File: src/rtl/icache_pkg.sv
// Shared definitions for the direct-mapped instruction cache.
// Line geometry constants, the controller state type, and helpers
// that split a byte address into line index and tag for a given
// number of lines.
package icache_pkg;

  localparam int LINE_WORDS = 8;
  localparam int OFFSET_W   = 5;
  localparam int WORD_OFF_W = 3;

  typedef enum logic [1:0] {LOOKUP, REQ, WAIT, RESP} state_e;

  // Results are 64 bits wide; callers cast down to the exact index/tag width.
  function automatic logic [63:0] line_index(input logic [63:0] addr, input int num_lines);
    return (addr >> OFFSET_W) & 64'(num_lines - 1);
  endfunction

  function automatic logic [63:0] line_tag(input logic [63:0] addr, input int num_lines);
    return addr >> (OFFSET_W + $clog2(num_lines));
  endfunction

endpackage

File: src/rtl/icache_line_store.sv
// Valid/tag/data storage for the instruction cache.
// Ports:
//   i_clk, i_rst          clock, async active-high reset (clears valid bits only)
//   i_flush               clear every valid bit on the next edge
//   i_rd_addr             lookup address -> o_hit, o_rd_word (combinational)
//   i_wr_en, i_wr_addr    install a full line at the index of i_wr_addr
//   i_wr_line             the 8 words of that line, word 0 in element 0
module icache_line_store
  import icache_pkg::*;
#(
  parameter int NUM_LINES = 4,
  parameter int ADDR_W    = 32
) (
  input  logic                         i_clk,
  input  logic                         i_rst,
  input  logic                         i_flush,
  input  logic [ADDR_W-1:0]            i_rd_addr,
  output logic                         o_hit,
  output logic [31:0]                  o_rd_word,
  input  logic                         i_wr_en,
  input  logic [ADDR_W-1:0]            i_wr_addr,
  input  logic [LINE_WORDS-1:0][31:0]  i_wr_line
);

  localparam int IDX_W = $clog2(NUM_LINES);
  localparam int TAG_W = ADDR_W - OFFSET_W - IDX_W;

  logic [NUM_LINES-1:0]            r_valid;
  logic [TAG_W-1:0]                r_tag  [NUM_LINES];
  logic [LINE_WORDS-1:0][31:0]     r_data [NUM_LINES];

  logic [IDX_W-1:0]      w_rd_idx;
  logic [TAG_W-1:0]      w_rd_tag;
  logic [WORD_OFF_W-1:0] w_rd_off;
  logic [IDX_W-1:0]      w_wr_idx;
  logic [TAG_W-1:0]      w_wr_tag;

  assign w_rd_idx = IDX_W'(line_index(64'(i_rd_addr), NUM_LINES));
  assign w_rd_tag = TAG_W'(line_tag(64'(i_rd_addr), NUM_LINES));
  assign w_rd_off = i_rd_addr[OFFSET_W-1:2];
  assign w_wr_idx = IDX_W'(line_index(64'(i_wr_addr), NUM_LINES));
  assign w_wr_tag = TAG_W'(line_tag(64'(i_wr_addr), NUM_LINES));

  assign o_hit     = r_valid[w_rd_idx] && (r_tag[w_rd_idx] == w_rd_tag);
  assign o_rd_word = r_data[w_rd_idx][w_rd_off];

  // A fill landing on the same edge as a flush still leaves its line valid:
  // the write is the later assignment and wins.
  always_ff @(posedge i_clk or posedge i_rst) begin
    if (i_rst) begin
      r_valid <= '0;
    end else begin
      if (i_flush) r_valid <= '0;
      if (i_wr_en) r_valid[w_wr_idx] <= 1'b1;
    end
  end

  always_ff @(posedge i_clk) begin
    if (i_wr_en) begin
      r_tag[w_wr_idx]  <= w_wr_tag;
      r_data[w_wr_idx] <= i_wr_line;
    end
  end

endmodule

File: src/rtl/inst_cache.sv
// Direct-mapped instruction cache between fetch and instruction memory.
// Hits return one cycle after the request; misses fetch the whole
// aligned 8-word line, install it, then return the requested word.
// Ports:
//   i_clk, i_start              clock, async active-high reset
//   i_fetch_req/i_fetch_addr    fetch request (addr bits [1:0] ignored)
//   o_fetch_instr/o_fetch_rdy   returned word and its one-cycle strobe
//   o_stall                     busy; requests are ignored while high
//   i_flush                     invalidate all lines
//   o_mem_read/o_mem_addr       line read request, line-aligned address
//   i_mem_instr_0..7/i_mem_valid returned line and its strobe
//   o_hit_count/o_miss_count    saturating performance counters
//
// state  | meaning
// LOOKUP | idle / serving hits; a miss latches the address
// REQ    | mem_read pulse for the missing line
// WAIT   | holding mem_addr until the line comes back
// RESP   | fetch_rdy for the missed word, no lookup this cycle
module inst_cache
  import icache_pkg::*;
#(
  parameter int NUM_LINES = 4,
  parameter int ADDR_W    = 32
) (
  input  logic              i_clk,
  input  logic              i_start,
  input  logic              i_fetch_req,
  input  logic [ADDR_W-1:0] i_fetch_addr,
  output logic [31:0]       o_fetch_instr,
  output logic              o_fetch_rdy,
  output logic              o_stall,
  input  logic              i_flush,
  output logic              o_mem_read,
  output logic [ADDR_W-1:0] o_mem_addr,
  input  logic [31:0]       i_mem_instr_0,
  input  logic [31:0]       i_mem_instr_1,
  input  logic [31:0]       i_mem_instr_2,
  input  logic [31:0]       i_mem_instr_3,
  input  logic [31:0]       i_mem_instr_4,
  input  logic [31:0]       i_mem_instr_5,
  input  logic [31:0]       i_mem_instr_6,
  input  logic [31:0]       i_mem_instr_7,
  input  logic              i_mem_valid,
  output logic [15:0]       o_hit_count,
  output logic [15:0]       o_miss_count
);

  state_e                      r_state;
  state_e                      w_next_state;
  logic [ADDR_W-1:0]           r_miss_addr;
  logic [31:0]                 r_fetch_instr;
  logic                        r_fetch_rdy;
  logic [15:0]                 r_hit_count;
  logic [15:0]                 r_miss_count;

  logic                        w_hit;
  logic [31:0]                 w_hit_word;
  logic                        w_hit_acc;
  logic                        w_miss_acc;
  logic                        w_fill;
  logic [LINE_WORDS-1:0][31:0] w_fill_line;
  logic [WORD_OFF_W-1:0]       w_fill_off;

  assign w_fill_line = {i_mem_instr_7, i_mem_instr_6, i_mem_instr_5, i_mem_instr_4,
                        i_mem_instr_3, i_mem_instr_2, i_mem_instr_1, i_mem_instr_0};
  assign w_fill_off  = r_miss_addr[OFFSET_W-1:2];

  icache_line_store #(
    .NUM_LINES (NUM_LINES),
    .ADDR_W    (ADDR_W)
  ) u_store (
    .i_clk     (i_clk),
    .i_rst     (i_start),
    .i_flush   (i_flush),
    .i_rd_addr (i_fetch_addr),
    .o_hit     (w_hit),
    .o_rd_word (w_hit_word),
    .i_wr_en   (w_fill),
    .i_wr_addr (r_miss_addr),
    .i_wr_line (w_fill_line)
  );

  always_comb begin
    w_next_state = r_state;
    w_hit_acc    = 1'b0;
    w_miss_acc   = 1'b0;
    w_fill       = 1'b0;
    case (r_state)
      LOOKUP: begin
        if (i_fetch_req) begin
          if (w_hit) begin
            w_hit_acc = 1'b1;
          end else begin
            w_miss_acc   = 1'b1;
            w_next_state = REQ;
          end
        end
      end
      REQ:  w_next_state = WAIT;
      WAIT: begin
        if (i_mem_valid) begin
          w_fill       = 1'b1;
          w_next_state = RESP;
        end
      end
      RESP:    w_next_state = LOOKUP;
      default: w_next_state = LOOKUP;
    endcase
  end

  always_ff @(posedge i_clk or posedge i_start) begin
    if (i_start) begin
      r_state       <= LOOKUP;
      r_miss_addr   <= '0;
      r_fetch_instr <= '0;
      r_fetch_rdy   <= 1'b0;
      r_hit_count   <= '0;
      r_miss_count  <= '0;
    end else begin
      r_state     <= w_next_state;
      r_fetch_rdy <= w_hit_acc | w_fill;
      if (w_hit_acc)   r_fetch_instr <= w_hit_word;
      else if (w_fill) r_fetch_instr <= w_fill_line[w_fill_off];
      if (w_miss_acc)  r_miss_addr   <= i_fetch_addr;
      if (w_hit_acc && (r_hit_count != 16'hFFFF))   r_hit_count  <= r_hit_count + 16'd1;
      if (w_miss_acc && (r_miss_count != 16'hFFFF)) r_miss_count <= r_miss_count + 16'd1;
    end
  end

  // mem_addr is derived from the latched miss address, so it stays put
  // from the REQ cycle until the fill returns.
  assign o_mem_addr    = {r_miss_addr[ADDR_W-1:OFFSET_W], OFFSET_W'(0)};
  assign o_mem_read    = (r_state == REQ);
  assign o_stall       = (r_state != LOOKUP) | w_miss_acc;
  assign o_fetch_instr = r_fetch_instr;
  assign o_fetch_rdy   = r_fetch_rdy;
  assign o_hit_count   = r_hit_count;
  assign o_miss_count  = r_miss_count;

endmodule

File: config.mk
export PLATFORM = sky130hd
export DESIGN_NAME = inst_cache
export DESIGN_NICKNAME = d
export VERILOG_FILES = /design/src/rtl/icache_pkg.sv /design/src/rtl/icache_line_store.sv /design/src/rtl/inst_cache.sv
export SDC_FILE = /design/constraint.sdc
export NUM_CORES = 1
export LEC_CHECK = 0
export BUFFER_PORTS_ARGS = -buffer_cell sky130_fd_sc_hd__buf_2
export CAP_MARGIN = 20
export CORE_ASPECT_RATIO = 0.75
export CORE_MARGIN = 3
export CORE_UTILIZATION = 54
export DETAILED_ROUTE_END_ITERATION = 8
export PLACE_DENSITY = 0.88
export SLEW_MARGIN = 30
export SYNTH_ARGS = -nofsm -noshare
export SYNTH_HDL_FRONTEND = slang
export SYNTH_SLANG_ARGS = --single-unit
File: constraint.sdc
create_clock -name i_clk -period 20.4 [get_ports i_clk]
set_input_delay 0 -clock i_clk [delete_from_list [all_inputs] [get_ports i_clk]]
set_output_delay 0 -clock i_clk [all_outputs]
set_load 0.03 [all_outputs]
After elaboration in Yosys (flattened, before gate mapping)
Memories as Yosys holds them, arrays and structs flattened.
Cells that the tools add are included.
W data, S select, Z words.
{ "word_totals": {"n_memories": 2, "regBits": 103, "in_bits": 293, "ramBits": 1124} }
{ "classes": {"addsub": 2, "n_lt_le_gt_ge": 5, "n_reduce_logical": 8, "eq_ne": 9, "bitwise": 3, "n_mux": 26} }
{ "memory_table": {"columns": ["memory", "words", "width", "read_ports", "rd_ports_with_merged_regs", "wr", "line", "source"], "rows": [
  ["u_store.r_data", 4, 256, 1, 0, 1, "icache_line_store.sv:30", "logic [LINE_WORDS-1:0][31:0] r_data [NUM_LINES];"],
  ["u_store.r_tag", 4, 25, 1, 0, 1, "icache_line_store.sv:29", "logic [TAG_W-1:0] r_tag [NUM_LINES];"]
]} }
{ "op_table": {"columns": ["cell", "n"], "rows": [
  ["$bmux W32 S3", 2],
  ["$mux W32", 4],
  ["$add A16 B1 Y16 const B", 2],
  ["$ne A16 B16 Y1 const B", 2],
  ["$eq A25 B25 Y1", 1],
  ["$mux W1", 12],
  ["$lt A3 B4 Y1 const B", 2],
  ["$mux W4", 2],
  ["$pmux W2 S4", 1],
  ["$lt A2 B3 Y1 const B", 2],
  ["$mux W2", 3],
  ["$ne A2 B2 Y1 const B", 3],
  ["$eq A2 B2 Y1 const B", 2],
  ["$logic_and A1 B1 Y1", 4],
  ["$or A4 B4 Y4", 1],
  ["$reduce_bool A2 Y1", 2],
  ["$reduce_and A3 Y1", 1],
  ["$bmux W1 S2", 1],
  ["$demux W1 S2", 1],
  ["$eq A2 B1 Y1 const B", 1],
  ["$ge A2 B1 Y1 const B", 1],
  ["$logic_not A2 Y1", 1],
  ["$or A1 B1 Y1", 2]
]} }

Logic depth before layout (Yosys ltp)
Gate-level depths: netlist of the first run.
{ "depth": {"word_depth": 7, "mapped_depth": 14} }

Cells and area by module
Synthesis of the first run repeated with hierarchy kept, for this count alone.
{ "unflattened": {"cells_unflattened": 2325, "area_unflattened_um2": 49471.2} }
{ "by_module_without_submodules": {"columns": ["module", "area_each_um2", "seq_area_each_um2", "cells_each", "n_inst"], "rows": [
  ["icache_line_store", 42858.6, 33852.5, 1661, 1],
  ["inst_cache", 6612.6, 2477.4, 664, 1]
]} }

Least setup slack after synthesis of the first run
No wires, ideal clock.
{ "synth_path": {"path_type": "register to register", "start": "reg r_state[0]", "end": "mem u_store.r_data[0][0] (netlist name) (enable)", "synth_period_minus_slack_ns": 21.197, "arrival_time_ns": 19.927, "path_stages_with_launch": 6, "setup_time_ns": 1.271, "path_slack_ns": -0.797, "t_required_ns": 19.129, "cell_sequence": "dfrtp_1 inv_1 ha_1 nand2_1 clkbuf_1 nor3_1"} }
{ "synth_via": {"elab_chain_cells": 4} }
{ "synth_lines": {"columns": ["item", "line", "source"], "rows": [
  ["start, declared", "inst_cache.sv:48", "state_e r_state;"],
  ["start signal, assigned", "inst_cache.sv:120", "r_state <= w_next_state;"],
  ["$eq A2 B2 Y1", "inst_cache.sv:88", "case (r_state)"],
  ["$mux W1", "inst_cache.sv:88", null],
  ["$mux W1", "icache_line_store.sv:59", "if (i_wr_en) begin"],
  ["$mux W1 (not written as such)", "icache_line_store.sv:61", "r_data[w_wr_idx] <= i_wr_line;"],
  ["end, declared", "icache_line_store.sv:30", null]
]} }
No other way between the ends.

Worst setup path in the final report of the first run
{ "layout_path": {"start": "reg r_state[0]", "end": "mem u_store.r_data[1][172] (netlist name) (enable)"} }
The elaborated chain is that of the path after synthesis.

==> results of run 1 <==
==> registers in the layout (all words and copies together), names as in the netlist <==
register / count
u_store.r_data: 1024
u_store.r_tag: 100
o_fetch_instr: 32
r_miss_addr: 30
o_hit_count: 16
o_miss_count: 16
u_store.r_valid: 4
r_state: 2
o_fetch_rdy: 1
==> cell families (layout without fill, tap and decap cells) <==
| family | after synthesis | in the layout |
|---|---|---|
| AO/OA/AOI/OAI | 121 | 121 |
| flip-flops | 1225 | 1225 |
| adder cells (fa/ha/maj) | 6 | 6 |
| XOR/XNOR | 53 | 53 |
| buffers and inverters | 165 | 931 |
| multiplexers | 493 | 493 |
| other | 1 | 18 |
| AND/OR/NAND/NOR | 172 | 172 |
==> stage by stage <==
stage               utilization  std cells  power (W)  setup slack (ns)  hold WS, ns
floorplan                     -       2240    0.00416            -0.797       0.0989
global placement          0.580       3715    0.00432             15.35        0.207
detailed placement        0.582       3719    0.00440             15.24        0.233
CTS                       0.654       4215    0.00653             16.00      0.00874
global route              0.656       4227    0.00674             15.90       0.0485
finish                    0.656       4231    0.00654             16.19       0.0622
==> report_power, final <==
part | total, W | switching, W | internal, W
Sequential | 0.00326 | 0.000177 | 0.00309
Clock | 0.00210 | 0.000908 | 0.00119
Combinational | 0.00117 | 0.000689 | 0.000484
Total | 0.00654 | 0.00177 | 0.00476
==> synthesized netlist by cell type (2+ instances only) <==
library cell and count:
inv_1 10, mux4_2 396, a21oi_1 67, nand4_1 6, mux2_1 30, o21ai_0 3
xor2_1 26, edfxtp_1 1124, buf_6 9, nor3_1 13, mux2i_1 60, and3_1 5
o22ai_1 2, nor4_1 10, a2bb2oi_1 4, nor2b_1 33, mux2_2 7, a22oi_1 2
a21o_1 4, xnor2_1 27, nor2_1 49, ha_1 6, a211oi_1 32, clkbuf_1 68
nand2_1 27, buf_1 10, buf_4 36, nand3_1 19, dfrtp_1 101, buf_2 31
==> worst reg2reg max path, delay by kind of cell (launching register included) <==
kind	cells	cell delay (ns)
buffers and inverters	4	2.45
and+or+nand+nor	2	0.69
DFF	1	0.40
adders and majority gates	1	0.29
==> worst paths after layout <==
check                                              from                                to  slack, ns  cells past startpoint
min                                     i_fetch_addr[2]        r_miss_addr[2]$_DFFE_PP0P_       0.06                      2
max                              r_state[0]$_DFFE_PP0P_  u_store.r_data[1][172]$_DFFE_PP_      16.19                      7
min reg2reg                u_store.r_valid[0]$_DFF_PP0_      u_store.r_valid[0]$_DFF_PP0_       0.48                      1
max in group asynchronous                       i_start        r_miss_addr[4]$_DFFE_PP0P_      19.01                      4
min in group asynchronous                       i_start     o_fetch_instr[28]$_DFFE_PP0P_       0.08                      3
max reg2reg                      r_state[0]$_DFFE_PP0P_  u_store.r_data[1][172]$_DFFE_PP_      16.19                      7
==> layer usage <==
metal / GRT usage / up-vias / part of all wire
met1: 0.337 / 13843 / 0.37
met2: 0.421 / 1574 / 0.51
met4: 0.0898 / 22 / 0.031
met5: 0 / - / 0.0012
li1: - / 10730 / -
met3: 0.0525 / 268 / 0.085
==> cell type report <==
type | instances | area, um2
antenna | 13 | 32.5
clock inverter | 59 | 621
sequential | 1225 | 36300
inverter | 11 | 46.3
multi-input combinational | 850 | 12200
clock buffer | 149 | 3050
timing repair buffer | 712 | 5320
tap | 1212 | 1520
fill | 5468 | 30900
==> impl_results.md, run 1 <==
- Status: finished, final reports clean
- Critical Path End Type: flop
- Area leader, netlist: edfxtp_1
- Number of nets with antenna violations after routing: 0
- Tmin final: approximately 4.2 ns
- Worst-margin pin slew: ~1 ns
- I/O pin cnt: about 390
- Top Family by Delay on Critical Path: buffers and inverters
- Asr flop ratio synth: 0.0824
- Sequential cell area fraction in the yosys report: 0.737
- Hold WC Path Type: primary input to flop
- Clk slew on worst S/H paths: roughly 0.060 ns
- Rows: 95
- Post-synth top flop: edfxtp_1
- Leak: 20.2 nW
- Gr ovfl total: 0
- Initial antenna violation count: 24
- Post-Synth XOR/XNOR Area: 0.00943
- DR pass1 iterations: 7
- # resized after CTS: 0
- Total track usage: 0.253
- Layout Nets: roughly 3,200
- Share of cells above drive strength 1: 0.335
- Starting Density: 0.547
- Placed inst area: 52,300 um2
- Die Y: 268 um
- Fin crit share: 0.206
- Top cell by count, worst path: buf_4
- Crit path cell chain: inv_1 > ha_1 > nand2_4 > nor3_2 > buf_4 > buf_4 > buf_4
- Worst slew margin: 0.336
- Max-cap violations: 0
- Die Span X: 355 um
- Count of state elements after synthesis: between 1,000 and 1,500
- Max rail drop VDD: around 78 uV
- Root Driver: clkbuf_16
- Via density: 6.25
- Drt drc: 0
- 1st-iter DRT viols: 3,297
- Synthesized area: 49,300 um2
- CP peak stage delay: about 0.84 ns
- Fin. Hold Viols: 0
- Final setup skew: approximately 0.028 ns
- Critical path buffers and inverters: 4
- Post-Layout Inst Area: roughly 59,000 um2
- Max Freq: 238 MHz
- Clk buf depth: 3
- Post-Synth Simple-Gate Area: 0.0181
- Post-CTS Hold Fix Bufs: roughly 290
- WS Path Type: flop to flop
- Main combinational cell family by area after synthesis: multiplexers
- Avg Cell Area, Syn: 22.0 um2
- Postcts setup bufs: 0
- Critical Path Fanout Max: 60
- Die area: 94,900 um2
- Buffers on Ports: ~380
- Post-synth EDFFs: 1,124
- Commonest non-fill, non-tap cell in the layout: edfxtp_1
- Top-area cell type share of the netlist area: 0.685
- Startpoint Class: flop
- Estimated wirelength of the detail-placed design: ~66,000 um
- Synth Area in Compound Gates: 0.0150
- CP max stage cell: buf_4
- H-tree Lvls: 3
- Pin count of the biggest net entering global routing: approximately 150
- Synth Area in Adders: 0.00152
- CTS tree: done
- YS warnings: 0
- Cells after synthesis: about 2,200
- Vias in the first global route: about 28,000
- Pwr per Cell Area: 111 nW/um2
- Setup TNS: 0 ns
- Final wirelength: between 100,000 and 150,000 um
- Most frequent cells in the layout: 1,124 x edfxtp_1, 396 x mux4_2, 379 x buf_2, 288 x dlygate4sd3_1, 110 x clkbuf_16
- RSZ-0062 raised after global routing: no
- First-pass GRT wire length: 178,000 um
- Clock Latency Late Sink: around 0.69 ns
- Max-slew violations: 0
- CP arrival: 4.51 ns
- Post-synthesis mux area share: 0.202
- Layout area overhead: 19.9%
- Core area: between 80,000 and 90,000 um2
- Clock Sinks: ~1,200
- Drt wl/cell: 28.4 um
- Unique masters post-synth: 49
- WP data required: 20.70 ns
- Via count: approximately 26,000
- Top area cells in the synthesized netlist: edfxtp_1 69%, mux4_2 18%, dfrtp_1 5.1%, mux2i_1 1.2%, mux2_1 0.69%
- Gpl congestion: around 0.85
- # setup viols final: 0
- Num CTS Buffers: 109
Power figures use the tool's default switching activity.
==> run 2, diff against run 1 <==
==> constraint.sdc (replaced) <==
create_clock -name i_clk -period 3.51 [get_ports i_clk]
set_input_delay 0 -clock i_clk [delete_from_list [all_inputs] [get_ports i_clk]]
set_output_delay 0 -clock i_clk [all_outputs]
set_load 0.03 [all_outputs]
==> run 2 against run 1 <==
Clock skew about the same. Register-to-register slack worse by 16 ns. Utilization up 0.30 points. Via count rose by 1.7%. Clock-buffer cell count increased by 1. Critical path type unchanged. Wire length rose by 2.0%. Clock power grew to 5.8 times the previous value. Die area stayed put. Sequential share of layout area down 0.29 points. Power rose to 5.8 times the previous value.
==> impl_results.md, run 2 (synthesized netlist as in run 1, its figures left out) <==
- Crit path cell chain: mux4_2 > xnor2_1 > nand3_1 > nor4_1 > nor4b_4 > o21ai_0 > o21ai_1 > dlygate4sd3_1 > a22oi_1
- Initial antenna violation count: 19 (-21%)
- Gr ovfl total: 0 (unchanged)
- H-tree Lvls: 3 (unchanged)
- Vias in the first global route: 28,324 (+2.0%)
- Die Y: 268 um (unchanged)
- Clock Sinks: 1,225 (unchanged)
- Status: finished, final reports clean
- CP max stage cell: dlygate4sd3_1
- CTS tree: done
- DR pass1 iterations: 6 (-1)
- RSZ-0062 raised after global routing: no
- 1st-iter DRT viols: 3,202 (-2.9%)
- Max rail drop VDD: 474 uV (+510%)
- Max FFs per register: 1,024 (unchanged)
- I/O pin cnt: 392 (unchanged)
- Critical Path End Type: flop
- Startpoint Class: flop
- Pwr per Cell Area: 640 nW/um2 (+480%)
- Core area: 90,000 um2 (unchanged)
- Largest reg by FF count: u_store.r_data
- Critical path buffers and inverters: 1 (-3)
- Leak: 20.3 nW (+0.35%)
- Pin count of the biggest net entering global routing: 136 (-11%)
- Tmin final: 3.38 ns (-0.832 ns)
- Via count: 26,894 (+1.7%)
- CP arrival: 3.89 ns (-0.62 ns)
- Buffers on Ports: 384 (unchanged)
- Most frequent cells in the layout: 1,124 x edfxtp_1, 396 x mux4_2, 379 x buf_2, 288 x dlygate4sd3_1, 109 x clkbuf_16
- CP peak stage delay: 0.58 ns (-0.26 ns)
- Fill count: 5,381 (-1.6%)
- Max Freq: 296 MHz (+25%)
- Fin worst setup slack: 0.133 ns (-16.06 ns)
- R2R Path Start: u_store.r_tag[0][19]$_DFFE_PP_
- Worst slew margin: 0.243 (-0.0929)
- Dpl ws: 0.435 ns (-14.81 ns)
- Fin. Hold Viols: 0 (unchanged)
- Total track usage: 0.258 (+0.00498)
- Die area: 94,900 um2 (unchanged)
- Clk buf depth: 3 (unchanged)
- Gpl congestion: 0.827 (-2.9%)
- Final setup skew: 0.0284 ns (+0.0000292 ns)
- Number of nets with antenna violations after routing: 0 (unchanged)
- Starting Density: 0.547 (unchanged)
- Setup TNS: 0 ns (unchanged)
- Num CTS Buffers: 109 (unchanged)
- Layout Nets: 3,227 (+0.59%)
- Drt drc: 0 (unchanged)
- First-pass GRT wire length: 181,000 um (+1.7%)
- Worst-margin pin slew: 1.14 ns (+0.139 ns)
- WP data required: 4.02 ns (-16.68 ns)
- Share of cells above drive strength 1: 0.338 (+0.00275)
- Commonest non-fill, non-tap cell in the layout: edfxtp_1
- Top Family by Delay on Critical Path: simple AND/OR/NAND/NOR gates
- Estimated wirelength of the detail-placed design: 67,300 um (+2.8%)
- Fin util: 0.659 (+0.00303)
- Hold WC Path Type: primary input to async pin
- Fin crit share: 0.962 (+0.756)
- Critical Path Fanout Max: 6 (-90%)
- Postcts setup bufs: 0 (unchanged)
- Max-slew violations: 0 (unchanged)
- Via density: 6.32 (+1.2%)
- WS Path Type: flop to flop
- Layout area overhead: 20.4%
- R2R cell count: 9 (+2)
- Final wirelength: 122,000 um (+2.0%)
- Max-cap violations: 0 (unchanged)
- Clock Latency Late Sink: 0.68 ns (about the same)
- Reg2Reg Setup Slack: 0.13 ns (-16.06 ns)
- Drt wl/cell: 28.8 um (+1.4%)
- Die Span X: 355 um (unchanged)
- Root Driver: clkbuf_16
- RR Endpoint: r_state[0]$_DFFE_PP0P_
- # setup viols final: 0 (unchanged)
- Clk slew on worst S/H paths: 0.07 ns (about the same)
- Rows: 95 (unchanged)
-- run 2: changes by cell type in the layout (fill, tap and decap cells not counted), sizes merged --
| cell | previous run | this run |
|---|---|---|
| clkbuf | 149 | 150 |
| clkinvlp | 2 | 6 |
| buf | 424 | 443 |
| bufinv | 11 | 10 |
| inv | 16 | 14 |
| diode | 13 | 19 |
| clkinv | 41 | 37 |
-- run 2: final cells by class --
type	count	area, um2	share of cell area
diodes	19	47.5	0.000802
clock buffers	150	2970	0.0501
clock inverters	56	613	0.0103
inverters	11	43.8	0.000738
multi-input cells	850	12200	0.206
flip-flops and latches	1225	36300	0.612
well taps	1212	1520	0.0256
repair buffers	731	5650	0.0952
-- run 2: worst max-delay path by stage --
| stage | start | endpoint | depth (start not counted) |
|---|---|---|---|
| floorplan | r_state[0]$_DFFE_PP0P_ | u_store.r_data[0][0]$_DFFE_PP_ | 5 |
| global placement | i_fetch_addr[5] | o_fetch_instr[0]$_DFFE_PP0P_ | 9 |
| detailed placement | u_store.r_tag[3][5]$_DFFE_PP_ | o_fetch_instr[16]$_DFFE_PP0P_ | 9 |
| CTS | u_store.r_tag[3][19]$_DFFE_PP_ | r_state[0]$_DFFE_PP0P_ | 9 |
| global route | u_store.r_tag[0][19]$_DFFE_PP_ | r_state[0]$_DFFE_PP0P_ | 9 |
| finish | u_store.r_tag[0][19]$_DFFE_PP_ | r_state[0]$_DFFE_PP0P_ | 9 |
-- run 2: worst min-delay path: cells and delay by family --
kind                   cells  cell delay [ns]
buffers and inverters      3             1.27
-- run 2: through the flow --
step	instance area, um2	total power [W]	instances	hold WS (ns)
floorplan	49300	0.0236	2240	0.0989
finish	59300	0.0380	4254	0.0521
detailed placement	52800	0.0257	3740	0.226
CTS	59200	0.0379	4233	0.0382
global placement	52800	0.0253	3740	0.213
global route	59300	0.0391	4245	0.0702
-- run 2: where the power goes --
group | internal (W) | total [W] | switching [W]
combinational | 0.00290 | 0.00697 | 0.00407
clock | 0.00670 | 0.0121 | 0.00536
sequential | 0.0179 | 0.0189 | 0.00103
total | 0.0275 | 0.0380 | 0.0105
-- run 2: what timing repair did --
action | in CTS | in global routing
endpoints found under the setup margin | 0 | 0
hold buffers | 287 | 1
gates resized for setup | 0 | 0
hold endpoints to repair | 1118 | 8
-- run 2: metal layers --
metal | routed length (um) | global-route usage | vias up
met5 | 57 | 0 | -
met4 | 4480 | 0.0965 | 8
met3 | 11100 | 0.0535 | 328
met2 | 62100 | 0.428 | 1698
met1 | 44700 | 0.343 | 14074
li1 | - | - | 10786
